### src/rtl/control_entrada_datos.sv
`default_nettype none
// ============================================================================
// Module   : control_entrada_datos
// Purpose  : Keypad entry sequencer for the calculator operand storage.
//            Routes digits to operand 1 or 2, clears storage and starts the
//            calculation once both operands are complete.
// Revision : 1.0 - initial release
// ============================================================================
module control_entrada_datos #(
    parameter int unsigned MAX_DIGITOS    = 3,
    parameter logic [3:0]  TECLA_OPERADOR = 4'hA,
    parameter logic [3:0]  TECLA_IGUAL    = 4'hB,
    parameter logic [3:0]  TECLA_BORRAR   = 4'hC
) (
    input  logic       clk,
    input  logic       rst,
    input  logic       tecla_valida,
    input  logic [3:0] tecla_pre,
    output logic       cargar_numero1,
    output logic       cargar_numero2,
    output logic       reset_datos,
    output logic [3:0] tecla_dato,
    output logic       calcular,
    output logic [1:0] cuenta_digitos,
    output logic [1:0] fase
);

    typedef enum logic [1:0] {
        NUM1         = 2'd0,
        NUM2         = 2'd1,
        RESULTADO    = 2'd2,
        LIMPIA_CARGA = 2'd3
    } estado_t;

    localparam logic [1:0] C_MAX_CUENTA = 2'(MAX_DIGITOS);

    estado_t    fase_q, fase_d;
    logic [1:0] cuenta_q, cuenta_d;
    logic [3:0] dato_q, dato_d;
    logic [3:0] pendiente_q, pendiente_d;
    logic       carga1_q, carga1_d;
    logic       carga2_q, carga2_d;
    logic       borra_q, borra_d;
    logic       calc_q, calc_d;

    logic w_es_digito;
    logic w_hay_hueco;

    assign w_es_digito = (tecla_pre <= 4'd9);
    assign w_hay_hueco = (cuenta_q < C_MAX_CUENTA);

    always_ff @(posedge clk or posedge rst) begin
        if (rst) begin
            fase_q      <= NUM1;
            cuenta_q    <= 2'd0;
            dato_q      <= 4'd0;
            pendiente_q <= 4'd0;
            carga1_q    <= 1'b0;
            carga2_q    <= 1'b0;
            borra_q     <= 1'b0;
            calc_q      <= 1'b0;
        end else begin
            fase_q      <= fase_d;
            cuenta_q    <= cuenta_d;
            dato_q      <= dato_d;
            pendiente_q <= pendiente_d;
            carga1_q    <= carga1_d;
            carga2_q    <= carga2_d;
            borra_q     <= borra_d;
            calc_q      <= calc_d;
        end
    end

    always_comb begin
        fase_d      = fase_q;
        cuenta_d    = cuenta_q;
        dato_d      = dato_q;
        pendiente_d = pendiente_q;
        carga1_d    = 1'b0;
        carga2_d    = 1'b0;
        borra_d     = 1'b0;
        calc_d      = 1'b0;

        if (fase_q == LIMPIA_CARGA) begin
            // Storage was cleared last cycle; now load the digit that started the new entry.
            carga1_d = 1'b1;
            dato_d   = pendiente_q;
            fase_d   = NUM1;
            cuenta_d = 2'd1;
        end else if (tecla_valida) begin
            if (tecla_pre == TECLA_BORRAR) begin
                borra_d  = 1'b1;
                fase_d   = NUM1;
                cuenta_d = 2'd0;
            end else begin
                case (fase_q)
                    NUM1, NUM2: begin
                        if (w_es_digito && w_hay_hueco) begin
                            carga1_d = (fase_q == NUM1);
                            carga2_d = (fase_q == NUM2);
                            dato_d   = tecla_pre;
                            cuenta_d = cuenta_q + 2'd1;
                        end else if ((fase_q == NUM1) && (tecla_pre == TECLA_OPERADOR) &&
                                     (cuenta_q != 2'd0)) begin
                            fase_d   = NUM2;
                            cuenta_d = 2'd0;
                        end else if ((fase_q == NUM2) && (tecla_pre == TECLA_IGUAL) &&
                                     (cuenta_q != 2'd0)) begin
                            calc_d = 1'b1;
                            fase_d = RESULTADO;
                        end
                    end
                    RESULTADO: begin
                        if (w_es_digito) begin
                            borra_d     = 1'b1;
                            pendiente_d = tecla_pre;
                            fase_d      = LIMPIA_CARGA;
                        end
                    end
                    default: begin
                    end
                endcase
            end
        end
    end

    assign cargar_numero1 = carga1_q;
    assign cargar_numero2 = carga2_q;
    assign reset_datos    = borra_q;
    assign calcular       = calc_q;
    assign tecla_dato     = dato_q;
    assign cuenta_digitos = cuenta_q;
    assign fase           = fase_q;

endmodule
`default_nettype wire

### config.mk
export PLATFORM = sky130hd
export DESIGN_NAME = control_entrada_datos
export DESIGN_NICKNAME = d
export VERILOG_FILES = /design/src/rtl/control_entrada_datos.sv
export SDC_FILE = /design/constraint.sdc
export NUM_CORES = 1
export LEC_CHECK = 0
export ABC_AREA = 1
export BUFFER_PORTS_ARGS = -buffer_cell sky130_fd_sc_hd__buf_2
export CAP_MARGIN = 30
export CORE_MARGIN = 1
export CORE_UTILIZATION = 37
export CTS_CLUSTER_DIAMETER = 40
export CTS_CLUSTER_SIZE = 16
export DETAILED_ROUTE_END_ITERATION = 12
export PLACE_DENSITY = 0.59
export SLEW_MARGIN = 40
export SYNTH_ARGS = -nofsm -noshare
export SYNTH_HDL_FRONTEND = slang
export SYNTH_SLANG_ARGS = --single-unit
export TNS_END_PERCENT = 100
### constraint.sdc
create_clock -name clk -period 3.1 [get_ports clk]
set_clock_uncertainty 0.15 [all_clocks]
set_input_delay 0.93 -clock clk [delete_from_list [all_inputs] [get_ports clk]]
set_output_delay 0.93 -clock clk [all_outputs]
set_load 0.03 [all_outputs]
## Word-level counts from Yosys, hierarchy flattened

Index checks and enable logic that the tools add are counted.

- Output and inout bits: 12
- Word-level logic and storage cells: 82
- Register bits after elaboration: 16

- Bitwise logic cells: 2
- Eq/ne operators: 10
- Add/subtract/negate cells: 1
- Reductions and logical operators: 18
- Multiplexer cells: 41
- Order comparisons: 2

Operators with widths:

| cell | number |
|---|---|
| two-way mux 2 bit | 13 |
| two-way mux 1 bit | 22 |
| two-way mux 4 bit | 5 |
| == test 4 bit (second input constant) | 3 |
| AND reduction 5 bit | 2 |
| inequality test 4 bit (second input constant) | 2 |
| nonzero test 2 bit | 4 |
| nonzero test 4 bit | 2 |
| logical AND 1 bit | 5 |
| inequality test 5 bit (second input constant) | 1 |
| == test 2 bit (second input constant) | 2 |
| <= comparator 4 bit (second input constant) | 1 |
| one-hot mux 2 bit (2 select lines) | 1 |
| AND reduction 4 bit | 1 |
| AND reduction 3 bit | 1 |
| nonzero test 3 bit | 1 |
| adder 2 x 1 -> 2 bit (second input constant) | 1 |
| == test 2 x 1 -> 1 bit (second input constant) | 1 |
| zero test 2 bit | 1 |
| < comparator 2 bit (second input constant) | 1 |
| inequality test 2 bit (second input constant) | 1 |
| inverter 1 bit | 2 |
| OR reduction 2 bit | 1 |

## Longest topological paths before layout

- Word-level depth: 10
- Depth in mapped cells: 10

## Worst setup path before layout

Ideal clock, no wire load.

- Path type: input to register
- From: input tecla_pre[3]
- To: register dato_q[0], in the netlist tecla_dato[0]
- Cell stages on the path: 8
- Library setup time: 0.124 ns
- Slack: 1.220 ns
- Data arrival time: 1.606 ns
- Path through: nand2_1 > nand3b_2 > nor2_2 > nand2_2 > nand2_2 > inv_2 > nand2_1 > nand2_1

- Cells in the longest elaborated chain, start to end: 4
- Elaborated cells between the ends (all ways): 6

RTL lines:

| what | RTL line | text |
|---|---|---|
| from (decl) | 18 | `input logic [3:0] tecla_pre,` |
| <= comparator 4 bit | 49 | `assign w_es_digito = (tecla_pre <= 4'd9);` |
| logical AND 1 bit | 98 | `if (w_es_digito && w_hay_hueco) begin` |
| nonzero test 2 bit (no source line) | - |  |
| AND reduction 4 bit (no source line) (*) | - |  |
| to (signal assigned) | 65 | `dato_q <= dato_d;` |
| to (decl) | 39 | `logic [3:0] dato_q, dato_d;` |

Every way passes the cells marked *; elsewhere a longest branch is shown, timed or not.
A chain may end at the register's enable or synchronous reset.

## Worst setup path in the final report

- From: register fase_q[0], in the netlist fase[0]
- To: output fase[0]

RTL lines:

| what | RTL line | text |
|---|---|---|
| from (decl) | 37 | `estado_t fase_q, fase_d;` |
| from (signal assigned) | 63 | `fase_q <= fase_d;` |
| to (decl) | 25 | `output logic [1:0] fase` |

No word-level cell between the ends.

==> results.json <==
{
  "outcome": "finished, final reports clean",
  "drtPass1Iterations": 4,
  "cpLargestDelayFamily": "flip-flops",
  "rsz0062_at_grt": "false",
  "drt-wirelength-per-cell_um": 10.8,
  "n_antenna_cell": 0,
  "antenna_found_initial": 0,
  "grt_pass1_vias": 747,
  "netlist_area_um2": 917,
  "ff2ff_path_depth": 7,
  "grt_max_degree": 17,
  "track_usage_pct": 15.6,
  "yosysWarningCount": 0,
  "pwr_density_cell_nw_per_um2": 967,
  "finalMaxSlewViolations": 0,
  "drtIter0Drc": 18,
  "critical_path_class": "reg -> out",
  "cts_made_buffers": 3,
  "synthCells": 118,
  "ir_worst_vdd_mv": 0.422,
  "cp-start-kind": "register",
  "critPathMaxFanout": 9,
  "core_um2": 2280,
  "synth_nets": 127,
  "initial_core_util_pct": 40.3,
  "hold_buffers": 0,
  "power_leakage_nw": 0.613,
  "port_buffers": 18,
  "cts-resized-gates": 0,
  "tightest_slew_ps": 609,
  "grt-ovfl-total": 0,
  "crit_buf_inv": 1,
  "gp_congestion": 0.800,
  "syn_avg_cell_area_um2": 7.77,
  "final.setup.tns_ps": 0,
  "cts_setup_buffers": 0,
  "cts.sinks": 16,
  "fin_util_pct": 46.4,
  "slew_headroom_pct": 59.4,
  "syn2layout_area_growth_pct": 15.1,
  "htree_levels": 1,
  "fin_crit_ps": 2140,
  "clk_path_buf_depth": 2,
  "io_pins": 19,
  "ys_types": 22,
  "drive_gt1_share_pct": 28.3,
  "cts_tree": "yes",
  "drt-total-wl_mm": 1.79,
  "drv_cap": 0,
  "cp_slowest_cell": "dfrtp_1",
  "hpwl_mm": 1.38,
  "period_share_pct": 69.1,
  "slowest_delay_ps": 520,
  "crit_arrival_ps": 1060,
  "crit_chain": "buf_2",
  "final_cell_mix": "32 x nand2_1, 18 x buf_2, 16 x inv_1, 16 x dfrtp_1, 13 x nor2_1",
  "die_area_um2": 2680,
  "cts-root-buf": "clkbuf_4",
  "ant_nets": 0,
  "clock_latency_ps": 280,
  "hold_viol_final": 0,
  "cp.required_ps": 2020,
  "die_w_um": 51.8,
  "hp-class": "reg -> reg",
  "die_h_um": 51.8,
  "drc": 0,
  "vias_per_cell": 4.75,
  "via_count": 788,
  "setup_violations": 0,
  "cp-end-kind": "output port",
  "fp-row-count": 17,
  "grt_pass1_wl_mm": 3.08,
  "crit_cells": 1,
  "layout_commonest_cell": "nand2_1",
  "min_path_cells": 2,
  "layout.nets": 148,
  "fmax_mhz": 467,
  "synth-seq-cells": 16,
  "clk_pin_slew_ps": 100,
  "seq_area_frac_synth_pct": 43.7
}
-- synthesized netlist by cell type --
library cell | number | area [um^2]
nand3_2 | 1 | 10.0
nand2_1 | 32 | 120
dfrtp_1 | 16 | 400
a21oi_1 | 3 | 15.0
o21ai_0 | 6 | 30.0
nor2_2 | 3 | 18.8
nand2_2 | 5 | 31.3
nor3_2 | 1 | 10.0
nor2_1 | 13 | 48.8
inv_2 | 3 | 11.3
nand2_4 | 2 | 22.5
ha_1 | 2 | 25.0
nand3b_2 | 1 | 11.3
buf_6 | 2 | 22.5
a21oi_2 | 1 | 8.76
o211ai_1 | 4 | 30.0
o21ai_1 | 1 | 5.00
nand4_1 | 2 | 12.5
nand3_1 | 2 | 10.0
a21o_1 | 1 | 7.51
inv_1 | 16 | 60.1
nor4_1 | 1 | 6.26
-- metrics by stage --
stage / worst slack, ps / hold slack (ps) / std cells / instance area [um^2] / power [W]
3_3_place_gp: 1000 / 315 / 162 / 1020 / 0.000881
6_report: 957 / 337 / 166 / 1060 / 0.00102
3_5_place_dp: 969 / 322 / 162 / 1020 / 0.000888
2_1_floorplan: 1220 / 304 / 118 / 917 / 0.000778
5_1_grt: 893 / 370 / 166 / 1060 / 0.00111
4_1_cts: 944 / 348 / 166 / 1060 / 0.00103
-- flip-flops by register name, summed over array words and instances, names as in the netlist --
name and flops:
pendiente_q 4, tecla_dato 4, cuenta_digitos 2, cargar_numero1 1, calcular 1, fase 2
reset_datos 1, cargar_numero2 1
-- path summary, 6_finish.rpt --
kind	from	to	slack, ps
max in group asynchronous	rst	cuenta_digitos[1]	1860
min	tecla_dato[3]	tecla_dato[3]	340
max	fase[0]	fase[0]	960
min reg2reg	tecla_dato[3]	tecla_dato[3]	340
max reg2reg	fase[0]	cuenta_digitos[0]	1410
min in group asynchronous	rst	pendiente_q[0]	550
-- where the power goes --
part / switching (W) / internal (W)
registers: 0.0000695 / 0.000294
logic: 0.000357 / 0.000162
clock network: 0.0000673 / 0.0000715
total: 0.000494 / 0.000527
-- routing by layer --
metal	vias to the layer above	routed length, um	track usage, %
met4	0	12	7.21
met3	2	59	2.63
met5	-	0	0
li1	408	-	-
met2	11	859	26.0
met1	367	862	19.6
-- cells by family after synthesis --
logic type / count (synthesis) / share of synthesized area (%)
simple gates: 63 / 32.9
buf+inv: 21 / 10.2
flops: 16 / 43.7
fa+ha+maj: 2 / 2.73
compound gates: 16 / 10.5
-- worst min-delay path, stage by stage, from the launching register on --
cell     delay (ps)
dfrtp_1         350
nand2_1          50
nand2_1          50
-- cell type report --
class | instances | area [um^2]
fill | 238 | 1220
multi-input combinational | 81 | 423
sequential | 16 | 400
timing repair buffer | 18 | 90.1
inverter | 19 | 71.3
clock buffer | 4 | 36.3
tap | 28 | 35.0
Power figures use the tool's default switching activity.
